### src/rtl/pattern_encoder.sv
// Transmit-side stream encoder: turns a 4-bit request mask into a sequence of
// code words, lowest bit first, each followed by GAP_CYCLES idle words.
module pattern_encoder #(
  parameter int unsigned GAP_CYCLES = 1,
  parameter logic [7:0]  CODE0      = 8'h0F,
  parameter logic [7:0]  CODE1      = 8'hF0,
  parameter logic [7:0]  CODE2      = 8'h3C,
  parameter logic [7:0]  CODE3      = 8'hC3
) (
  input  logic       clk_i,
  input  logic       rst_clk_i,
  input  logic [3:0] pattern_i,
  input  logic       valid_i,
  output logic       ready_o,
  output logic [7:0] stream_o,
  output logic       busy_o,
  output logic       done_o
);

  if (GAP_CYCLES == 0 || GAP_CYCLES > 15) begin : g_bad_gap_cycles
    $error("pattern_encoder: GAP_CYCLES must be in 1..15");
  end

  typedef enum logic [1:0] {S_IDLE, S_EMIT, S_GAP} state_t;

  localparam logic [3:0]      GAP_LOAD = 4'(GAP_CYCLES);
  localparam logic [3:0][7:0] CODES    = {CODE3, CODE2, CODE1, CODE0};

  state_t     state_reg, state_next;
  logic [3:0] pending_reg, pending_next;
  logic [3:0] gap_cnt_reg, gap_cnt_next;
  logic [7:0] stream_reg, stream_next;
  logic       ready_reg, ready_next;
  logic       busy_reg, busy_next;
  logic       done_reg, done_next;

  logic       accept;
  logic       gap_expire;
  logic [3:0] src_mask;
  logic [3:0] low_bit;
  logic [7:0] code_word;
  logic [7:0] code_term [4];

  assign accept     = valid_i && ready_reg;
  assign gap_expire = (state_reg == S_GAP) && (gap_cnt_reg == 4'd1);

  // The word for the next EMIT comes from the request itself when leaving
  // IDLE, otherwise from what is still pending.
  assign src_mask = (state_reg == S_IDLE) ? pattern_i : pending_reg;
  assign low_bit  = src_mask & (~src_mask + 4'd1);

  genvar gi;
  for (gi = 0; gi < 4; gi++) begin : g_code_sel
    assign code_term[gi] = CODES[gi] & {8{low_bit[gi]}};
  end

  assign code_word = code_term[0] | code_term[1] | code_term[2] | code_term[3];

  // State register (also holds every registered output).
  always_ff @(posedge clk_i) begin
    if (rst_clk_i) begin
      state_reg   <= S_IDLE;
      pending_reg <= 4'd0;
      gap_cnt_reg <= 4'd0;
      stream_reg  <= 8'h00;
      ready_reg   <= 1'b1;
      busy_reg    <= 1'b0;
      done_reg    <= 1'b0;
    end else begin
      state_reg   <= state_next;
      pending_reg <= pending_next;
      gap_cnt_reg <= gap_cnt_next;
      stream_reg  <= stream_next;
      ready_reg   <= ready_next;
      busy_reg    <= busy_next;
      done_reg    <= done_next;
    end
  end

  // Next-state logic.
  always_comb begin
    state_next = state_reg;
    case (state_reg)
      S_IDLE: if (accept && (pattern_i != 4'd0)) state_next = S_EMIT;
      S_EMIT: state_next = S_GAP;
      S_GAP:  if (gap_expire) state_next = (pending_reg != 4'd0) ? S_EMIT : S_IDLE;
      default: state_next = S_IDLE;
    endcase
  end

  // Output logic: outputs are registered, so they are computed from the
  // state being entered.
  always_comb begin
    pending_next = pending_reg;
    gap_cnt_next = gap_cnt_reg;
    stream_next  = 8'h00;

    if (state_next == S_EMIT) begin
      stream_next  = code_word;
      pending_next = src_mask & ~low_bit;
    end

    if (state_reg == S_EMIT) begin
      gap_cnt_next = GAP_LOAD;
    end else if (state_reg == S_GAP) begin
      gap_cnt_next = gap_cnt_reg - 4'd1;
    end

    done_next  = (accept && (pattern_i == 4'd0)) ||
                 (gap_expire && (pending_reg == 4'd0));
    ready_next = (state_next == S_IDLE);
    busy_next  = (state_next != S_IDLE);
  end

  assign stream_o = stream_reg;
  assign ready_o  = ready_reg;
  assign busy_o   = busy_reg;
  assign done_o   = done_reg;

endmodule

### config.mk
export PLATFORM = sky130hd
export DESIGN_NAME = pattern_encoder
export DESIGN_NICKNAME = d
export VERILOG_FILES = /design/src/rtl/pattern_encoder.sv
export SDC_FILE = /design/constraint.sdc
export NUM_CORES = 1
export LEC_CHECK = 0
export ABC_AREA = 1
export CAP_MARGIN = 25
export CORE_MARGIN = 1.5
export CORE_UTILIZATION = 45
export DETAILED_ROUTE_END_ITERATION = 8
export PLACE_DENSITY_LB_ADDON = 0.1
export SYNTH_ARGS = -nofsm -noshare
export SYNTH_HDL_FRONTEND = slang
export SYNTH_SLANG_ARGS = --single-unit
### constraint.sdc
create_clock -name clk_i -period 1.8 [get_ports clk_i]
set_clock_uncertainty 0.05 [all_clocks]
set_input_delay 0.36 -clock clk_i [delete_from_list [all_inputs] [get_ports clk_i]]
set_output_delay 0.36 -clock clk_i [all_outputs]
set_load 0.02 [all_outputs]
==> impl_results.md <==
* IO buf count at 17
* Cell Pwr Density at 1510 mW/mm^2
* Final min period at 1.67 ns
* Clock Path Buffers at 2
* Final setup fails at 0
* FF+latch count, synth at 16
* MaxCap Viol Count at 0
* Initial antenna violation count at 0
* Post-Place Cell Area at 0.00107 mm^2
* Worst setup SP type: flip-flop
* Clock Sink Count at 16
* DRC at 0
* Reg-to-reg slack, setup at 0.14 ns
* Initial core utilization at 49.6%
* Die height at 47.6 um
* Syn Inst Count at 123
* CTS clk-pin slew, worst paths at 0.09 ns
* Hold Crit Class: reg -> reg
* Largest delay share family, worst path: buffers and inverters
* Routed len/inst at 10.9 um
* Kind of critical path: reg -> out
* Internal power at 920 uW
* Worst Path Max Fanout at 2
* Vias in the first global route at 690
* Part of the power in registers at 32.0%
* Slew headroom at 81.4%
* Final slew viol count at 0
* Post-layout util at 61.0%
* Syn_nets at 136
* Fin Hold WS at 0.450 ns
* CP peak stage delay at 0.61 ns
* Dpl cells at 162
* CTS Hold Buffers Added at 0
* Syn Area/Cell at 7.26 um^2
* Final HPWL DP at 1.39 mm
* CP Cell Sequence: clkdlybuf4s50_1
* H-tree levels at 1
* Chip Width at 47.6 um
* Setup TNS at 0 ns
* Number of top-level pins at 18
* R2r startpoint: state_reg[0]
* Worst Hold End: gap_cnt_reg[1]
* Largest net degree at the start of global routing at 9
* Num rows at 15
* P&R area growth vs syn at 23.0%
* Final hold violations at 0
* Gr ovfl total at 0
* Number of routed nets with antenna violations at 0
* GRT Total Usage at 18.8%
* CP endpoint kind: primary output
* Fillcell total at 178
* TritonCTS Buffers at 3
* VDD IR max at 774 uV
* Hold depth at 2
* Critical Path RT at 1.39 ns
* Post-layout nets at 155
* Hold Crit Start: gap_cnt_reg[1]
* Power Total at 1.66 mW
* Final instance count without filler cells at 165
* Seq/Total Area, Yosys at 35.9%
* RePlAce Congestion at 0.856
* Sw Pwr at 740 uW
* Pre-CTS WS at 0.0116 ns
* Critical path buffer and inverter count at 1
* Slowest CP cell: clkdlybuf4s50_1
* Drt pass-1 iters at 4
* Achievable clock frequency at 600 MHz
* Sw frac at 44.6%
* Clk_lat worst skew at 0.29 ns
* Final Cell Area at 0.00110 mm^2
* Vias per inst at 4.70
* Fraction of layout cells with a size suffix above 1 at 13.6%
* Routed vias at 776
* Clock share of power at 11.8%
* Core area at 0.00180 mm^2
* CTS tree: built
* Crit path arrival time at 1.26 ns
* Global-route wire length before repair at 2.84 mm
* Status: finished clean
* R2r endpoint: stream_o[1]
* Yosys warns at 0
* Final worst slack at 0.132 ns
* Final cycle utilization of the critical path at 92.7%
* Drt initial violations at 17
* Clock Root Buffer: clkbuf_4
* RSZ-0062 raised after global routing: no
* Gate power share at 56.2%
* Mapped Area at 893 um^2
* Leak pwr at 0.513 nW
* Diodes inserted at 0
* Number of distinct library cells after synthesis at 23
* Die ar. at 0.00226 mm^2
* Routed wire length at 1.79 mm
* R2R cell count at 8
* Worst slew pin tran at 0.276 ns
[routing by layer]
| metal | global-route usage (%) | vias to the layer above | share of wire (%) |
|---|---|---|---|
| met5 | 0 | - | 0 |
| met4 | 14.6 | 0 | 3.1 |
| met3 | 5.28 | 5 | 3.3 |
| met2 | 27.3 | 15 | 44 |
| met1 | 23.3 | 346 | 49 |
| li1 | - | 410 | - |
[worst max-delay path by stage]
stage,from,endpoint,cells after the start
after floorplan,state_reg[0],busy_o,13
after global placement,pattern_i[3],ready_o,11
after detailed placement,pattern_i[3],ready_o,11
after CTS,state_reg[0],stream_o[1],9
after global routing,state_reg[0],stream_o[6],7
final,stream_o[1],stream_o[1],1
[cell type report]
class / count / area (um^2) / share of cell area [%]
multi-input combinational: 81 / 460 / 41.9
sequential: 16 / 320 / 29.2
timing repair buffer: 19 / 185 / 16.9
inverter: 21 / 78.8 / 7.18
tap: 25 / 31.3 / 2.85
clock buffer: 3 / 22.5 / 2.05
[Yosys cell counts, drive strengths merged]
cell type | n | share of area [%]
clkinv | 1 | 0.42
xor2 | 1 | 0.98
ha | 6 | 8.4
nand4 | 3 | 2.1
a31oi | 1 | 0.70
a211oi | 1 | 0.84
buf | 5 | 4.6
dfxtp | 16 | 36
and2 | 1 | 0.70
nor3 | 2 | 1.1
o21ai | 5 | 2.8
inv | 20 | 8.4
a21oi | 4 | 2.2
nand2 | 28 | 14
nor2 | 22 | 12
nand3 | 7 | 5.3
[cell usage in the layout (no fill, tap or decap)]
cell type        instances
nand2_1                 25
inv_1                   17
nor2_1                  17
clkdlybuf4s50_1         17
dfxtp_1                 16
nand3_1                  6
ha_1                     5
o21ai_0                  4
a21oi_1                  4
inv_2                    3
nor2_2                   3
nand4_1                  3
clkbuf_4                 3
nand2_4                  2
nor2_4                   2
buf_4                    2
o21ai_1                  1
nor3_2                   1
clkinv_1                 1
nand2_2                  1
nand3_4                  1
and2_1                   1
nor3_1                   1
a211oi_1                 1
xor2_1                   1
a31oi_1                  1
ha_2                     1
[repair_timing]
action / in CTS / in global routing
endpoints found under the setup margin: 0 / 3
setup buffers: 0 / 0
resized for setup: 0 / 3
[logic make-up after synthesis]
group / after synthesis / synth area share [%]
AO/OA/AOI/OAI: 11 / 6.58
buffers and inverters: 26 / 13.4
XOR/XNOR: 1 / 0.981
flip-flops: 16 / 35.9
adder cells (fa/ha/maj): 6 / 8.40
AND/OR/NAND/NOR: 63 / 34.7
[power by group through the flow]
| stage | logic, mW | clock network (mW) | registers, mW |
|---|---|---|---|
| after floorplan | 0.646 | 0 | 0.576 |
| after global routing | 1.04 | 0.214 | 0.546 |
| final | 0.933 | 0.195 | 0.531 |
| after global placement | 0.904 | 0 | 0.534 |
| after detailed placement | 0.917 | 0 | 0.539 |
| after CTS | 0.923 | 0.201 | 0.532 |
No activity file was read; power rests on OpenSTA's default activity.
